### config.mk
export PLATFORM = sky130hd
export DESIGN_NAME = atari_bus_initiator
export DESIGN_NICKNAME = d
export VERILOG_FILES = /design/src/rtl/atari_bus_pkg.sv /design/src/rtl/atari_phase_gen.sv /design/src/rtl/atari_bus_initiator.sv
export SDC_FILE = /design/constraint.sdc
export NUM_CORES = 1
export LEC_CHECK = 0
export CORE_MARGIN = 2
export CORE_UTILIZATION = 41
export DETAILED_ROUTE_END_ITERATION = 16
export PLACE_DENSITY = 0.78
export SLEW_MARGIN = 20
export SYNTH_ARGS = -nofsm -noshare
export SYNTH_HDL_FRONTEND = slang
export SYNTH_SLANG_ARGS = --single-unit
export TNS_END_PERCENT = 50
### constraint.sdc
create_clock -name clk -period 2.1 [get_ports clk]
set_clock_uncertainty 0.15 [all_clocks]
set_input_delay 0.42 -clock clk [delete_from_list [all_inputs] [get_ports clk]]
set_output_delay 0.42 -clock clk [all_outputs]
set_load 0.03 [all_outputs]
### src/rtl/atari_bus_pkg.sv
`default_nettype none
// ============================================================================
//  Module  : atari_bus_pkg
//  Purpose : Shared constants and types for the Atari 7800 cart-bus
//            initiator (phase timing defaults, decode bases, cycle kinds).
//  Ports   : none (package)
//  Revision: 1.0 - initial release
// ============================================================================
package atari_bus_pkg;

  // Default phi2 timing, in system clocks, at 27 MHz (~1.8 MHz bus).
  localparam int PHI2_LOW_CYC_DEF  = 7;
  localparam int PHI2_HIGH_CYC_DEF = 8;
  localparam int SAMPLE_EARLY_DEF  = 1;

  // Decode bases of the cartridge resources exercised by self-test.
  localparam logic [15:0] ROM_BASE   = 16'h4000;
  localparam logic [15:0] POKEY_BASE = 16'h0450;

  // Kind of bus cycle currently on the bus.
  typedef enum logic [1:0] {
    IDLE  = 2'd0,
    READ  = 2'd1,
    WRITE = 2'd2,
    DMA   = 2'd3
  } bus_cycle_e;

endpackage : atari_bus_pkg
`default_nettype wire

### src/rtl/atari_phase_gen.sv
`default_nettype none
// ============================================================================
//  Module  : atari_phase_gen
//  Purpose : Free-running bus phase counter. Produces the registered phi2
//            clock and the strobes the transaction logic keys off.
//  Ports   : clk, reset      - system clock, async active-high reset
//            o_phi2          - registered phase-2 clock
//            o_boundary      - high on the last clk of a bus cycle (pc==P-1)
//            o_sample        - high on the clk whose ending edge samples d_in
//            o_hi_next       - next clk lies in the phi2-high window
//  Revision: 1.0 - initial release
// ============================================================================
module atari_phase_gen #(
  parameter int PHI2_LOW_CYC  = 7,
  parameter int PHI2_HIGH_CYC = 8,
  parameter int SAMPLE_EARLY  = 1
) (
  input  logic clk,
  input  logic reset,
  output logic o_phi2,
  output logic o_boundary,
  output logic o_sample,
  output logic o_hi_next
);

  localparam int P    = PHI2_LOW_CYC + PHI2_HIGH_CYC;
  localparam int PC_W = $clog2(P);

  logic [PC_W-1:0] r_pc;
  logic [PC_W-1:0] w_pc_next;
  logic            r_phi2;
  logic            w_hi_next;

  always_comb begin
    w_pc_next = (r_pc == PC_W'(P - 1)) ? '0 : r_pc + PC_W'(1);
    // phi2 is computed from the next count and registered so the pin
    // never sees decode glitches.
    w_hi_next = (w_pc_next >= PC_W'(PHI2_LOW_CYC));
  end

  always_ff @(posedge clk or posedge reset) begin
    if (reset) begin
      r_pc   <= '0;
      r_phi2 <= 1'b0;
    end else begin
      r_pc   <= w_pc_next;
      r_phi2 <= w_hi_next;
    end
  end

  assign o_phi2     = r_phi2;
  assign o_boundary = (r_pc == PC_W'(P - 1));
  assign o_sample   = (r_pc == PC_W'(P - 1 - SAMPLE_EARLY));
  assign o_hi_next  = w_hi_next;

endmodule : atari_phase_gen
`default_nettype wire

### src/rtl/atari_bus_initiator.sv
`default_nettype none
// ============================================================================
//  Module  : atari_bus_initiator
//  Purpose : Atari 7800 CPU/MARIA bus-cycle generator. Converts a
//            request stream into 6502-style cycles on a/d/phi2/rw/halt and
//            reports completion (with read data) on a one-clk strobe.
//  Ports   : clk, reset                 - 27 MHz clock, async active-high reset
//            req_valid/req_ready        - request handshake (ready at pc==P-1)
//            req_addr/req_we/req_wdata  - address, write flag, write data
//            req_dma                    - MARIA DMA read (halt low), forces read
//            rsp_valid/rsp_rdata        - completion pulse and sampled data
//            a, d_out, d_oe, d_in       - address bus, data bus pad controls
//            phi2, rw, halt             - bus clock, read/write, DMA halt (low)
//  Revision: 1.0 - initial release
// ============================================================================
module atari_bus_initiator
  import atari_bus_pkg::*;
#(
  parameter int PHI2_LOW_CYC  = PHI2_LOW_CYC_DEF,
  parameter int PHI2_HIGH_CYC = PHI2_HIGH_CYC_DEF,
  parameter int SAMPLE_EARLY  = SAMPLE_EARLY_DEF
) (
  input  logic        clk,
  input  logic        reset,
  input  logic        req_valid,
  output logic        req_ready,
  input  logic [15:0] req_addr,
  input  logic        req_we,
  input  logic [7:0]  req_wdata,
  input  logic        req_dma,
  output logic        rsp_valid,
  output logic [7:0]  rsp_rdata,
  output logic [15:0] a,
  output logic [7:0]  d_out,
  output logic        d_oe,
  input  logic [7:0]  d_in,
  output logic        phi2,
  output logic        rw,
  output logic        halt
);

  logic        w_boundary;
  logic        w_sample;
  logic        w_hi_next;
  logic        w_accept;
  bus_cycle_e  w_req_type;

  bus_cycle_e  r_type;
  logic [15:0] r_a;
  logic [7:0]  r_d_out;
  logic        r_d_oe;
  logic        r_rw;
  logic        r_halt;
  logic        r_rsp_valid;
  logic [7:0]  r_rsp_rdata;

  atari_phase_gen #(
    .PHI2_LOW_CYC  (PHI2_LOW_CYC),
    .PHI2_HIGH_CYC (PHI2_HIGH_CYC),
    .SAMPLE_EARLY  (SAMPLE_EARLY)
  ) u_phase (
    .clk        (clk),
    .reset      (reset),
    .o_phi2     (phi2),
    .o_boundary (w_boundary),
    .o_sample   (w_sample),
    .o_hi_next  (w_hi_next)
  );

  assign req_ready = w_boundary & ~reset;
  assign w_accept  = req_valid & req_ready;

  // DMA wins over the write flag: a DMA request is always a read.
  always_comb begin
    w_req_type = READ;
    if (req_dma) begin
      w_req_type = DMA;
    end else if (req_we) begin
      w_req_type = WRITE;
    end
  end

  always_ff @(posedge clk or posedge reset) begin
    if (reset) begin
      r_type      <= IDLE;
      r_a         <= 16'h0000;
      r_d_out     <= 8'h00;
      r_d_oe      <= 1'b0;
      r_rw        <= 1'b1;
      r_halt      <= 1'b1;
      r_rsp_valid <= 1'b0;
      r_rsp_rdata <= 8'h00;
    end else begin
      // The response is keyed to the cycle type that is still on the bus,
      // so a dropped or idle cycle never produces a strobe.
      r_rsp_valid <= w_sample && (r_type != IDLE);
      if (w_sample && ((r_type == READ) || (r_type == DMA))) begin
        r_rsp_rdata <= d_in;
      end

      if (w_boundary) begin
        // Write data is held one clk into the following cycle.
        r_d_oe <= (r_type == WRITE);
        if (w_accept) begin
          r_type  <= w_req_type;
          r_a     <= req_addr;
          r_d_out <= req_wdata;
          r_rw    <= ~(req_we & ~req_dma);
          r_halt  <= ~req_dma;
        end else begin
          r_type  <= IDLE;
          r_rw    <= 1'b1;
          r_halt  <= 1'b1;
        end
      end else begin
        r_d_oe <= (r_type == WRITE) && w_hi_next;
      end
    end
  end

  assign a         = r_a;
  assign d_out     = r_d_out;
  assign d_oe      = r_d_oe;
  assign rw        = r_rw;
  assign halt      = r_halt;
  assign rsp_valid = r_rsp_valid;
  assign rsp_rdata = r_rsp_rdata;

endmodule : atari_bus_initiator
`default_nettype wire

==> flow_summary.ini <==
[critical_path]
worst_ep_required_time_ns = 1.53
cp_data_arrival_time_ns = 1.49
critPathLaunchType = flop
rr_worst_depth = 4
crit_chain = clkdlybuf4s50_1
cp_num_buf_inv = 1
crit_path_max_incr_delay_ns = 0.68
critPathMaxFanout = 2
crit_family = buffers and inverters
cp.depth = 1
critical_path_class = reg -> out
cp_slowest_cell = clkdlybuf4s50_1
setup.worst_path.end_class = output pin

[logic_synthesis]
synthesis.area_um2 = 1710
ys_seq_elements = 43
yosysWarnings = 0
synth_flop_cell = dfrtp_1
syn_avg_cell_area_um2 = 15.0
ys_types = 25
ys_async_sr_fraction_pct = 100
synth_fp_nets = 151
netlist_instances = 114
synth_top_cell_by_area = dfrtp_1
synth_edf_count = 0
synthTopCellsByArea = dfrtp_1 (60%), mux2_2 (16%), mux2_4 (7.0%)
synth_top_area_share_pct = 59.9
ys_seq_area_share_pct = 63.0

[floorplanning]
core-area_um2 = 4000
initial_core_util_pct = 42.8
floorplan.rows = 23
die_x_um = 68.6
die-area_um2 = 4710
io_pins = 75
die_h_um = 68.6

[place]
portBuffers = 74
place_congestion = 0.738
dp_slack_ns = 0.0749
dpl.hpwl_um = 2650
place_inst = 234
dpl-instance-area_um2 = 2490

[sta]
finalWorstSetupSlack_ns = 0.0378
max_freq_mhz = 485
relSlewSlack_pct = 65.2
final_hold_viol_count = 0
worst_slew_pin_slew_ns = 0.522
timing.final.max_slew_violations = 0
setup-tns-final_ns = 0
hold_ws_ns = 0.357
setup_violations = 0
layout_min_cycle_time_ns = 2.06
fin_crit_sh_pct = 98.2
rsz0062_at_grt = no

[power]
ir_worst_vdd_v = 0.000486
power_mw = 1.76
p_leak_nw = 1.13
switchingPower_uw = 447
internal_power_mw = 1.31
swShare_pct = 25.4
power_density_nw_per_um2 = 688
combinationalPowerShare_pct = 22.1
seq_power_share_pct = 52.2
p_clk_share_pct = 25.7

[flow_run]
maxCapViolations = 0

[finish]
drive_above_1_share_pct = 24.7
fill_cells = 298
syn2layout_area_growth_pct = 49.6
nNetsFinal = 228
final_area_um2 = 2560
diodes = 0
fin_util_pct = 64.1
instances_no_fill = 240

[clock_network]
clockBufferDepth = 2
clk-insertion-delay-late_ns = 0.28
clkTransAtPathRegs_ns = 0.07
cts_sinks = 43
root_buffer = clkbuf_8
htree_levels = 2
cts_tree = yes
numCtsBuffers = 5
cts_setup_buffers = 0
cts_hold_buf = 0
cts_resized = 0

[run_status]
outcome = finished, final reports clean

[min_path]
min_path_type = reg -> reg
hold_depth = 1

[drt]
viasPerCell = 5.01
drc_errors = 0
drt_first_pass_iters = 4
drtIter0Drc = 62
final_antenna_net_count = 0
wirelength_um = 3520
wl_per_cell_um = 14.7
num_vias = 1202

[grt]
antenna_found_initial = 0
grt-ovfl-total = 0
grtUsageTotal_pct = 15.9
grt_max_degree = 44
grt_pass1_wl_um = 5420
grt_pass1_vias = 1221
cells in the mapped netlist, drive strengths merged, types with 2 or more instances:
library cell and instances:
a31oi 2, dfstp 2, a22o 2, dfrtp 41, buf 5, o21ai 4
nand2 6, nor2 4, mux2 32, inv 4
cell families (layout without fill, tap and decap cells):
group	after synthesis	in the layout	share of synthesized area, %
AO/OA/AOI/OAI	10	10	3.80
flip-flops	43	43	63.0
multiplexers	32	32	22.8
XOR/XNOR	1	1	0.511
buffers and inverters	10	86	4.09
AND/OR/NAND/NOR	18	18	5.84
power by group through the flow:
| stage | logic (mW) | clock network, mW | registers, mW |
|---|---|---|---|
| finish | 0.389 | 0.454 | 0.920 |
| global route | 0.411 | 0.519 | 0.927 |
| CTS | 0.394 | 0.476 | 0.920 |
| detailed placement | 0.393 | 0 | 0.935 |
| global placement | 0.387 | 0 | 0.932 |
| floorplan | 0.0742 | 0 | 1.05 |
sequential cells by signal (all words and copies together) (netlist names), 2 cells and up:
name and count:
u_phase.r_pc 4, r_type 2, d_out 8, a 16, rsp_rdata 8
layout make-up:
type / instances / area (um^2) / share of cell area (%)
sequential: 43 / 1080 / 42.1
multi-input combinational: 61 / 564 / 22.0
timing repair buffer: 76 / 766 / 29.9
tap: 50 / 62.6 / 2.44
clock buffer: 6 / 72.6 / 2.83
inverter: 4 / 18.8 / 0.732
path summary, 6_finish.rpt:
path,start,to,slack [ns]
setup / recovery,rw,rw,0.04
hold / removal,a[6],a[6],0.36
setup reg to reg,u_phase.r_pc[0],a[0],0.24
hold reg to reg,a[6],a[6],0.36
max in group asynchronous,reset,rw,0.87
min in group asynchronous,reset,d_out[4],0.56
placed cells by master (no fill, tap or decap), types with 2 or more instances in the layout:
cell type	Yosys	final
dfrtp_1	41	41
o21ai_0	4	4
a31oi_1	2	2
a22o_1	2	2
nor2_1	4	4
mux2_4	8	8
mux2_2	24	24
dfstp_2	2	2
nand2_1	6	6
inv_1	3	2
clkdlybuf4s50_1	0	73
buf_4	0	2
clkbuf_8	0	5
metal layers:
metal	wire length (um)	GRT usage [%]	up-vias	share of wire, %
li1	-	-	544	-
met3	225	5.19	4	6.4
met1	1370	17.0	599	39
met2	1900	29.2	55	54
met4	31	5.50	0	0.88
met5	0	0	-	0
Note: power is estimated with default switching activity, not from simulation.
